### src/rtl/mc_controller_pkg.sv
// Shared opcodes, select encodings, FSM state type and control bundle for the
// 4-bit CPU multicycle controller.
package cpu_pkg;

    localparam logic [3:0] OP_AND   = 4'd0;
    localparam logic [3:0] OP_OR    = 4'd1;
    localparam logic [3:0] OP_XOR   = 4'd2;
    localparam logic [3:0] OP_ADD   = 4'd3;
    localparam logic [3:0] OP_SUB   = 4'd4;
    localparam logic [3:0] OP_SLT   = 4'd5;
    localparam logic [3:0] OP_SLL   = 4'd6;
    localparam logic [3:0] OP_SRL   = 4'd7;
    localparam logic [3:0] OP_DIV   = 4'd8;
    localparam logic [3:0] OP_MUL   = 4'd9;
    localparam logic [3:0] OP_LOAD  = 4'd10;
    localparam logic [3:0] OP_STORE = 4'd11;
    localparam logic [3:0] OP_ADDI  = 4'd12;
    localparam logic [3:0] OP_SUBI  = 4'd13;
    localparam logic [3:0] OP_BEQ   = 4'd14;
    localparam logic [3:0] OP_B     = 4'd15;

    localparam logic [1:0] ALUOP_ADD   = 2'b00;
    localparam logic [1:0] ALUOP_SUB   = 2'b01;
    localparam logic [1:0] ALUOP_RTYPE = 2'b10;

    localparam logic [1:0] ALUB_REG = 2'b00;
    localparam logic [1:0] ALUB_ONE = 2'b01;
    localparam logic [1:0] ALUB_IMM = 2'b10;

    localparam logic [1:0] PCSRC_ALU    = 2'b00;
    localparam logic [1:0] PCSRC_ALUOUT = 2'b01;
    localparam logic [1:0] PCSRC_JUMP   = 2'b10;

    typedef enum logic [3:0] {
        S_FETCH    = 4'd0,
        S_DECODE   = 4'd1,
        S_MEMADR   = 4'd2,
        S_MEMRD    = 4'd3,
        S_MEMWB    = 4'd4,
        S_MEMWR    = 4'd5,
        S_RTYPE_EX = 4'd6,
        S_DIV_WAIT = 4'd7,
        S_ALUWB    = 4'd8,
        S_IMM_EX   = 4'd9,
        S_IMMWB    = 4'd10,
        S_BRANCH   = 4'd11,
        S_JUMP     = 4'd12
    } state_t;

    typedef struct packed {
        logic       pc_en;
        logic       ir_write;
        logic       iord;
        logic       mem_read;
        logic       mem_write;
        logic       reg_write;
        logic       reg_dst;
        logic       mem_to_reg;
        logic       alu_src_a;
        logic [1:0] alu_src_b;
        logic [1:0] aluop;
        logic [1:0] pc_src;
        logic       div_start;
    } ctrl_t;

    // First execution state reached from DECODE for a given opcode.
    function automatic state_t decode_target(input logic [3:0] op);
        state_t s;
        if (op <= OP_MUL)
            s = S_RTYPE_EX;
        else if (op == OP_LOAD || op == OP_STORE)
            s = S_MEMADR;
        else if (op == OP_ADDI || op == OP_SUBI)
            s = S_IMM_EX;
        else if (op == OP_BEQ)
            s = S_BRANCH;
        else
            s = S_JUMP;
        return s;
    endfunction

endpackage

### src/rtl/mc_controller_if.sv
// Controller <-> datapath/memory/divider signal bundle. master is the
// controller side, slave the datapath side.
interface mc_controller_if;
    logic [3:0] op;
    logic       zero;
    logic       mem_ready;
    logic       div_done;

    logic       pc_en;
    logic       ir_write;
    logic       iord;
    logic       mem_read;
    logic       mem_write;
    logic       reg_write;
    logic       reg_dst;
    logic       mem_to_reg;
    logic       alu_src_a;
    logic [1:0] alu_src_b;
    logic [1:0] aluop;
    logic [1:0] pc_src;
    logic       div_start;
    logic       div_timeout;

    modport master (
        input  op, zero, mem_ready, div_done,
        output pc_en, ir_write, iord, mem_read, mem_write, reg_write,
               reg_dst, mem_to_reg, alu_src_a, alu_src_b, aluop, pc_src,
               div_start, div_timeout
    );

    modport slave (
        output op, zero, mem_ready, div_done,
        input  pc_en, ir_write, iord, mem_read, mem_write, reg_write,
               reg_dst, mem_to_reg, alu_src_a, alu_src_b, aluop, pc_src,
               div_start, div_timeout
    );
endinterface

### src/rtl/mc_controller_div_watchdog.sv
// Divide watchdog: counts cycles spent waiting on the divider and flags the
// last allowed cycle.
module div_watchdog #(
    parameter int DIV_MAX_CYCLES = 16,
    parameter int CNT_W          = 5
) (
    input  logic clk,
    input  logic reset,
    input  logic clr,
    input  logic en,
    output logic expired
);

    logic [CNT_W-1:0] count_q;

    always_ff @(posedge clk) begin
        if (reset)
            count_q <= '0;
        else if (clr)
            count_q <= '0;
        else if (en)
            count_q <= count_q + CNT_W'(1);
    end

    assign expired = (count_q == CNT_W'(DIV_MAX_CYCLES - 1));

endmodule

### src/rtl/mc_controller.sv
// Multicycle main-control FSM for the 4-bit CPU: fetch/decode/execute/memory/
// writeback sequencing, memory and divider handshakes, divide watchdog.
//
//  state       | meaning
//  ------------+-----------------------------------------------
//  FETCH    0  | read instruction at PC, PC+1 when memory ready
//  DECODE   1  | register read, branch target precompute
//  MEMADR   2  | load/store address = A + imm
//  MEMRD    3  | data read, waits for mem_ready
//  MEMWB    4  | load result -> rt
//  MEMWR    5  | data write, waits for mem_ready
//  RTYPE_EX 6  | R-type ALU op; DIV launches the divider
//  DIV_WAIT 7  | wait for div_done, watchdog running
//  ALUWB    8  | ALUOut -> rd
//  IMM_EX   9  | A op imm
//  IMMWB   10  | ALUOut -> rt
//  BRANCH  11  | compare A,B; take branch on zero
//  JUMP    12  | PC <- jump target
module mc_controller
    import cpu_pkg::*;
#(
    parameter int DIV_MAX_CYCLES = 16,
    parameter int CNT_W          = 5
) (
    input  logic                 clk,
    input  logic                 reset,
    mc_controller_if.master      bus,
    output logic [3:0]           state_o
);

    state_t state_q;
    state_t state_d;
    ctrl_t  ctl;
    ctrl_t  ctl_out;
    logic   div_timeout_q;
    logic   wd_clr;
    logic   wd_en;
    logic   wd_expired;

    assign wd_clr = (state_q == S_RTYPE_EX) && (bus.op == OP_DIV);
    assign wd_en  = (state_q == S_DIV_WAIT);

    div_watchdog #(
        .DIV_MAX_CYCLES (DIV_MAX_CYCLES),
        .CNT_W          (CNT_W)
    ) u_div_watchdog (
        .clk     (clk),
        .reset   (reset),
        .clr     (wd_clr),
        .en      (wd_en),
        .expired (wd_expired)
    );

    always_ff @(posedge clk) begin
        if (reset)
            state_q <= S_FETCH;
        else
            state_q <= state_d;
    end

    always_comb begin
        state_d = S_FETCH;
        case (state_q)
            S_FETCH:    state_d = bus.mem_ready ? S_DECODE : S_FETCH;
            S_DECODE:   state_d = decode_target(bus.op);
            S_MEMADR:   state_d = (bus.op == OP_LOAD) ? S_MEMRD : S_MEMWR;
            S_MEMRD:    state_d = bus.mem_ready ? S_MEMWB : S_MEMRD;
            S_MEMWB:    state_d = S_FETCH;
            S_MEMWR:    state_d = bus.mem_ready ? S_FETCH : S_MEMWR;
            S_RTYPE_EX: state_d = (bus.op == OP_DIV) ? S_DIV_WAIT : S_ALUWB;
            S_DIV_WAIT: begin
                // div_done takes priority over an expiry in the same cycle
                if (bus.div_done)
                    state_d = S_ALUWB;
                else if (wd_expired)
                    state_d = S_FETCH;
                else
                    state_d = S_DIV_WAIT;
            end
            S_ALUWB:    state_d = S_FETCH;
            S_IMM_EX:   state_d = S_IMMWB;
            S_IMMWB:    state_d = S_FETCH;
            S_BRANCH:   state_d = S_FETCH;
            S_JUMP:     state_d = S_FETCH;
            default:    state_d = S_FETCH;
        endcase
    end

    always_comb begin
        ctl = '0;
        case (state_q)
            S_FETCH: begin
                ctl.mem_read  = 1'b1;
                ctl.alu_src_b = ALUB_ONE;
                ctl.aluop     = ALUOP_ADD;
                ctl.pc_src    = PCSRC_ALU;
                ctl.ir_write  = bus.mem_ready;
                ctl.pc_en     = bus.mem_ready;
            end
            S_DECODE: begin
                ctl.alu_src_b = ALUB_IMM;
                ctl.aluop     = ALUOP_ADD;
            end
            S_MEMADR, S_IMM_EX: begin
                ctl.alu_src_a = 1'b1;
                ctl.alu_src_b = ALUB_IMM;
                ctl.aluop     = ALUOP_ADD;
            end
            S_MEMRD: begin
                ctl.mem_read = 1'b1;
                ctl.iord     = 1'b1;
            end
            S_MEMWB: begin
                ctl.reg_write  = 1'b1;
                ctl.mem_to_reg = 1'b1;
            end
            S_MEMWR: begin
                ctl.mem_write = 1'b1;
                ctl.iord      = 1'b1;
            end
            S_RTYPE_EX: begin
                ctl.alu_src_a = 1'b1;
                ctl.alu_src_b = ALUB_REG;
                ctl.aluop     = ALUOP_RTYPE;
                ctl.div_start = (bus.op == OP_DIV);
            end
            S_DIV_WAIT: begin
                ctl.aluop = ALUOP_RTYPE;
            end
            S_ALUWB: begin
                ctl.reg_write = 1'b1;
                ctl.reg_dst   = 1'b1;
            end
            S_IMMWB: begin
                ctl.reg_write = 1'b1;
            end
            S_BRANCH: begin
                ctl.alu_src_a = 1'b1;
                ctl.alu_src_b = ALUB_REG;
                ctl.aluop     = ALUOP_SUB;
                ctl.pc_src    = PCSRC_ALUOUT;
                ctl.pc_en     = bus.zero;
            end
            S_JUMP: begin
                ctl.pc_src = PCSRC_JUMP;
                ctl.pc_en  = 1'b1;
            end
            default: ctl = '0;
        endcase
    end

    always_ff @(posedge clk) begin
        if (reset)
            div_timeout_q <= 1'b0;
        else if (state_q == S_DIV_WAIT && !bus.div_done && wd_expired)
            div_timeout_q <= 1'b1;
    end

    // No strobe may escape in the cycle reset is asserted, whatever the state.
    assign ctl_out = reset ? '0 : ctl;

    assign bus.pc_en       = ctl_out.pc_en;
    assign bus.ir_write    = ctl_out.ir_write;
    assign bus.iord        = ctl_out.iord;
    assign bus.mem_read    = ctl_out.mem_read;
    assign bus.mem_write   = ctl_out.mem_write;
    assign bus.reg_write   = ctl_out.reg_write;
    assign bus.reg_dst     = ctl_out.reg_dst;
    assign bus.mem_to_reg  = ctl_out.mem_to_reg;
    assign bus.alu_src_a   = ctl_out.alu_src_a;
    assign bus.alu_src_b   = ctl_out.alu_src_b;
    assign bus.aluop       = ctl_out.aluop;
    assign bus.pc_src      = ctl_out.pc_src;
    assign bus.div_start   = ctl_out.div_start;
    assign bus.div_timeout = div_timeout_q & ~reset;

    assign state_o = reset ? 4'd0 : state_q;

endmodule

### src/flat_wrapper.sv
// flat-port wrapper written by rule: the top's interface ports become plain ports
module mc_controller_flat import cpu_pkg::*;
#(
    parameter int DIV_MAX_CYCLES = 16,
    parameter int CNT_W          = 5
)
  (clk, reset, state_o, bus_op, bus_zero, bus_mem_ready, bus_div_done, bus_pc_en, bus_ir_write, bus_iord, bus_mem_read, bus_mem_write, bus_reg_write, bus_reg_dst, bus_mem_to_reg, bus_alu_src_a, bus_alu_src_b, bus_aluop, bus_pc_src, bus_div_start, bus_div_timeout);
  mc_controller_if bus_i ();
  input  logic clk;
  input  logic reset;
  output logic [3:0] state_o;
  input wire logic [$bits(bus_i.op)-1:0] bus_op;
  input wire logic [$bits(bus_i.zero)-1:0] bus_zero;
  input wire logic [$bits(bus_i.mem_ready)-1:0] bus_mem_ready;
  input wire logic [$bits(bus_i.div_done)-1:0] bus_div_done;
  output wire logic [$bits(bus_i.pc_en)-1:0] bus_pc_en;
  output wire logic [$bits(bus_i.ir_write)-1:0] bus_ir_write;
  output wire logic [$bits(bus_i.iord)-1:0] bus_iord;
  output wire logic [$bits(bus_i.mem_read)-1:0] bus_mem_read;
  output wire logic [$bits(bus_i.mem_write)-1:0] bus_mem_write;
  output wire logic [$bits(bus_i.reg_write)-1:0] bus_reg_write;
  output wire logic [$bits(bus_i.reg_dst)-1:0] bus_reg_dst;
  output wire logic [$bits(bus_i.mem_to_reg)-1:0] bus_mem_to_reg;
  output wire logic [$bits(bus_i.alu_src_a)-1:0] bus_alu_src_a;
  output wire logic [$bits(bus_i.alu_src_b)-1:0] bus_alu_src_b;
  output wire logic [$bits(bus_i.aluop)-1:0] bus_aluop;
  output wire logic [$bits(bus_i.pc_src)-1:0] bus_pc_src;
  output wire logic [$bits(bus_i.div_start)-1:0] bus_div_start;
  output wire logic [$bits(bus_i.div_timeout)-1:0] bus_div_timeout;
  assign bus_i.op = bus_op;
  assign bus_i.zero = bus_zero;
  assign bus_i.mem_ready = bus_mem_ready;
  assign bus_i.div_done = bus_div_done;
  assign bus_pc_en = bus_i.pc_en;
  assign bus_ir_write = bus_i.ir_write;
  assign bus_iord = bus_i.iord;
  assign bus_mem_read = bus_i.mem_read;
  assign bus_mem_write = bus_i.mem_write;
  assign bus_reg_write = bus_i.reg_write;
  assign bus_reg_dst = bus_i.reg_dst;
  assign bus_mem_to_reg = bus_i.mem_to_reg;
  assign bus_alu_src_a = bus_i.alu_src_a;
  assign bus_alu_src_b = bus_i.alu_src_b;
  assign bus_aluop = bus_i.aluop;
  assign bus_pc_src = bus_i.pc_src;
  assign bus_div_start = bus_i.div_start;
  assign bus_div_timeout = bus_i.div_timeout;
  mc_controller #(.DIV_MAX_CYCLES(DIV_MAX_CYCLES), .CNT_W(CNT_W)) u_core (.clk(clk), .reset(reset), .bus(bus_i), .state_o(state_o));
endmodule
### config.mk
export PLATFORM = sky130hd
export DESIGN_NAME = mc_controller_flat
export DESIGN_NICKNAME = d
export VERILOG_FILES = /design/src/rtl/mc_controller_pkg.sv /design/src/rtl/mc_controller_if.sv /design/src/rtl/mc_controller_div_watchdog.sv /design/src/rtl/mc_controller.sv /design/src/flat_wrapper.sv
export SDC_FILE = /design/constraint.sdc
export NUM_CORES = 1
export LEC_CHECK = 0
export CAP_MARGIN = 40
export CORE_UTILIZATION = 35
export DETAILED_ROUTE_END_ITERATION = 10
export HOLD_SLACK_MARGIN = 0.06
export PLACE_DENSITY_LB_ADDON = 0.25
export SYNTH_ARGS = -nofsm -noshare
export SYNTH_HDL_FRONTEND = slang
export SYNTH_SLANG_ARGS = --single-unit
### constraint.sdc
create_clock -name clk -period 1.5 [get_ports clk]
set_input_delay 0.225 -clock clk [delete_from_list [all_inputs] [get_ports clk]]
set_output_delay 0.225 -clock clk [all_outputs]
set_load 0.1 [all_outputs]
==> results of run 1 <==
==> synth_stat cells <==
library cell | n | area (µm²)
xnor2_1 | 1 | 8.76
and3_1 | 3 | 18.8
a21o_1 | 1 | 7.51
nor2_1 | 12 | 45.0
a21oi_1 | 6 | 30.0
nand3b_1 | 2 | 15.0
nand4b_1 | 1 | 8.76
xor2_1 | 3 | 26.3
or2_2 | 2 | 12.5
nand2b_1 | 4 | 25.0
a22oi_1 | 1 | 7.51
or2b_2 | 2 | 17.5
buf_4 | 7 | 52.6
o21a_1 | 2 | 15.0
a211oi_1 | 2 | 15.0
and2_1 | 1 | 6.26
nand2_1 | 10 | 37.5
a2111oi_0 | 2 | 17.5
or3_1 | 1 | 6.26
o22ai_1 | 1 | 6.26
clkbuf_1 | 2 | 7.51
ha_1 | 2 | 25.0
dfxtp_1 | 10 | 200
nand4_1 | 3 | 18.8
or4_4 | 1 | 11.3
o32a_1 | 1 | 10.0
o21ai_0 | 4 | 20.0
o32ai_1 | 2 | 17.5
o2111ai_1 | 1 | 8.76
and4b_1 | 1 | 10.0
or4b_4 | 1 | 13.8
nor4_1 | 2 | 12.5
inv_1 | 7 | 26.3
nor2b_1 | 5 | 31.3
nor3_1 | 5 | 25.0
a31oi_1 | 2 | 12.5
nor4b_1 | 1 | 8.76
nand3_1 | 3 | 15.0
==> cells by family after synthesis <==
family                     after synthesis
AOI/OAI and AO/OA                       25
xor gates and xnor gates                 4
adders and majority gates                2
buffers and inverters                   16
DFF                                     10
and+or+nand+nor                         60
==> stage by stage <==
step / setup TNS [ps] / instances
3_5_place_dp: -8070 / 203
3_3_place_gp: -7070 / 203
2_1_floorplan: -7950 / 117
==> impl_metrics.tcl, run 1 <==
set metrics [dict create \
    dp_hpwl_um 2860 \
    synth_cell_type_count 38 \
    cts.sinks 10 \
    place_area_um2 1850 \
    die_h_um 51.4 \
    place_ws_ps -670 \
    syn_area_per_cell_um2 7.29 \
    buffer_ports.inserted 29 \
    ctsHoldBuffers 0 \
    clockBufferDepth 2 \
    syn_nets 128 \
    place.gp.congestion 0.918 \
    root_buffer "clkbuf_4" \
    cts_resized 71 \
    synth_top_family_by_area "simple AND/OR/NAND/NOR gates" \
    synth-compound-area-share_pct 19.6 \
    post_cts_buffers 19 \
    htree_levels 1 \
    cts_made_buffers 3 \
    num_io_pins 30 \
    ys_seq_elements 10 \
    status "stopped before the end" \
    haltStage "clock tree synthesis (4_1_cts)" \
    firstError "[ERROR DPL-0033] detailed placement checks failed during check placement." \
    synth_simple_gate_area_share_pct 39.7 \
    synth-xor-area-share_pct 4.11 \
    synthAdderAreaFrac_pct 2.93 \
    synthMuxAreaShare_pct 0 \
    ys_warn_count 0 \
    synthCells 117 \
    die_w_um 51.4 \
    rows 17 \
    synth_area_um2 853 \
    start_util_pct 37.8 \
    ys_seq_area_share_pct 23.5 \
]
==> run 2, diff against run 1 <==
- CORE_UTILIZATION: 35 -> 20
- HOLD_SLACK_MARGIN: 0.06 -> not set
- PLACE_DENSITY_LB_ADDON: 0.25 -> 0.15
- clock period: 1.5 -> 2 ns (I/O delays scaled with it)
==> run 2 against run 1 <==
The flow now finishes without violations. Synthesized area is the same. Synthesized cell count is the same.
==> impl_metrics.tcl, run 2 <==
set metrics [dict create \
    status "complete, no violations" \
    path_class "flop to output pin" \
    r2r_slack_ps 330 \
    synth-main-ff-cell "dfxtp_1" \
    synth.most_common_cell "nor2_1" \
    cts_tree "built" \
    num_io_pins 30 \
    start_util_pct 21.0 \
    arrival_ps 1670 \
    period_minus_slack_ps 1970 \
    rows 23 \
    powerDensity_nw_per_um2 562 \
    synthMuxAreaShare_pct 0 \
    ys_warn_count 0 \
    synth_top_cells_by_count "nor2_1 (12), dfxtp_1 (10), nand2_1 (10), buf_4 (7), inv_1 (7)" \
    regArea_um2 208 \
    synth_top_area_share_pct 23.5 \
    die_w_um 67.3 \
    ys_seq_elements 10 \
    crit_fanout 6 \
    wl_per_cell_um 12.0 \
    cts.sinks 10 \
    hold_path_class "flop to flop" \
    cts_made_buffers 3 \
    syn_nets 128 \
    top_register "u_core.u_div_watchdog.count_q" \
    vdd_ir_drop_max_uv 393 \
    htree_levels 1 \
    synth-compound-area-share_pct 19.6 \
    overflow 0 \
    multi_input_area_um2 707 \
    groute.usage.overall_pct 12.8 \
    die-area_um2 4530 \
    top_regs "u_core.u_div_watchdog.count_q x5, u_core.state_q x4, u_core.div_timeout_q x1" \
    power_frac_comb_pct 53.7 \
    grt_pass1_vias 953 \
    ys_seq_area_share_pct 23.5 \
    final_common_cell "buf_12" \
    synthArstFlopShare_pct 0 \
    buffer_ports.inserted 29 \
    dp_hpwl_um 2030 \
    finClkSkew_ps 7.79 \
    setup_viol 0 \
    synth_cell_type_count 38 \
    ant_nets 0 \
    dp.cells 202 \
    place.gp.congestion 0.786 \
    wl_met2_um 1200 \
    p_seq_share_pct 23.8 \
    grt_first_pass_wirelength_um 4420 \
    drt_first_pass_iters 4 \
    max_freq_ghz 0.509 \
    clock_latency_ps 240 \
    fin_crit_sh_pct 98.3 \
    p_switching_uw 396 \
    fin_ws_ps 34.1 \
    area_delta_synth_final_pct 96.9 \
    worstSetupEndpointType "output pin" \
    cellLeakagePower_nw 0.650 \
    nets 169 \
    antenna_cells 0 \
    vias 993 \
    synth-xor-area-share_pct 4.11 \
    drtIter0Drc 49 \
    top_layer "met4" \
    critPathLaunchType "flop" \
    synth_area_um2 853 \
    clockBufferDepth 2 \
    wl_met3_um 116 \
    drive_gt1_share_pct 45.9 \
    drc 0 \
    synthCells 117 \
    worstMarginPinSlew_ps 418 \
    fin_area_um2 1680 \
    routed_wl_um 2490 \
    crit_required_ps 1700 \
    viasPerCell 4.80 \
    synthAdderAreaFrac_pct 2.93 \
    holdWs_ps 466 \
    synth_simple_gate_area_share_pct 39.7 \
    wl_met1_um 1140 \
    rsz0062_at_grt "true" \
    fin_cells 207 \
    root_buffer "clkbuf_8" \
    grt_max_degree 19 \
    pwr-share-clk_pct 22.4 \
    largest_register_ff_count 5 \
    place_ws_ps -317 \
    drv_slew 0 \
    core_um2 4060 \
    antenna_found_initial 0 \
    synth_top_family_by_area "simple AND/OR/NAND/NOR gates" \
    place_area_um2 1630 \
    synth_edf_count 0 \
    cap_violations 0 \
    clkTransAtPathRegs_ps 50 \
    yosys.area.top_type "dfxtp_1" \
    fill_cells 410 \
    syn_area_per_cell_um2 7.29 \
    p_int_uw 548 \
    final_cell_mix "buf_12 (23), buf_4 (14), nand2_1 (9)" \
    ys_top_cells_by_area "dfxtp_1 (23%), buf_4 (6.2%), nor2_1 (5.3%)" \
    die_h_um 67.3 \
    slew_headroom_pct 71.4 \
    final-hold-violation-count 0 \
    netSwitchingFraction_pct 41.9 \
]
==> run 2: cells by family (layout without fill, tap and decap cells) <==
group | after synthesis | after routing
AND/OR/NAND/NOR | 60 | 60
XOR/XNOR | 4 | 4
AO/OA/AOI/OAI | 25 | 25
buffers and inverters | 16 | 56
flip-flops | 10 | 10
adder cells (fa/ha/maj) | 2 | 2
==> run 2: worst max-delay path, stage by stage, from the launching register on <==
cell and delay (ps):
dfxtp_4 360, or2b_4 280, or4_4 500, nor2_4 110, buf_12 180
==> run 2: final timing paths <==
check	from	to	depth (start not counted)
min reg2reg	u_core.div_timeout_q	u_core.div_timeout_q	2
max reg2reg	u_core.state_q[2]	u_core.u_div_watchdog.count_q[4]	5
min	u_core.div_timeout_q	u_core.div_timeout_q	2
max	u_core.state_q[2]	bus_div_start	4
==> run 2: final cells by class <==
cell class              instances  area share, %
clock buffers                   4           2.68
inverters                       7           1.56
multi-input cells              91           42.1
flip-flops and latches         10           12.4
well taps                      50           3.72
repair buffers                 45           37.6
==> run 2: metrics by stage <==
| step | util, % | total power [mW] | setup TNS [ps] |
|---|---|---|---|
| final | 41.4 | 0.944 | 0 |
| after CTS | 41.2 | 0.952 | -58.3 |
| after detailed placement | 40.1 | 0.738 | -1080 |
| after global placement | 40.1 | 0.736 | -1040 |
| after floorplan | - | 0.558 | -4610 |
| after global routing | 41.4 | 0.991 | -2.78 |
==> run 2: power by group through the flow <==
stage / clock network, mW / registers (mW) / logic [mW]
after floorplan: 0 / 0.219 / 0.340
after global routing: 0.231 / 0.226 / 0.534
after CTS: 0.218 / 0.225 / 0.509
after detailed placement: 0 / 0.228 / 0.509
after global placement: 0 / 0.227 / 0.509
final: 0.212 / 0.225 / 0.507
==> run 2: what timing repair did <==
action,in CTS,in global routing
buffers inserted,1,0
gates resized for setup,18,3
hold buffers,0,0
setup endpoints to repair,2,2
pin swaps,3,2
==> run 2: layer usage <==
layer  up-vias  GRT usage (%)
met4         0           4.79
met2        29           21.1
met3         5           1.86
met1       462           16.6
li1        497              -
met5         -              0
Note: power is estimated with default switching activity, not from simulation.
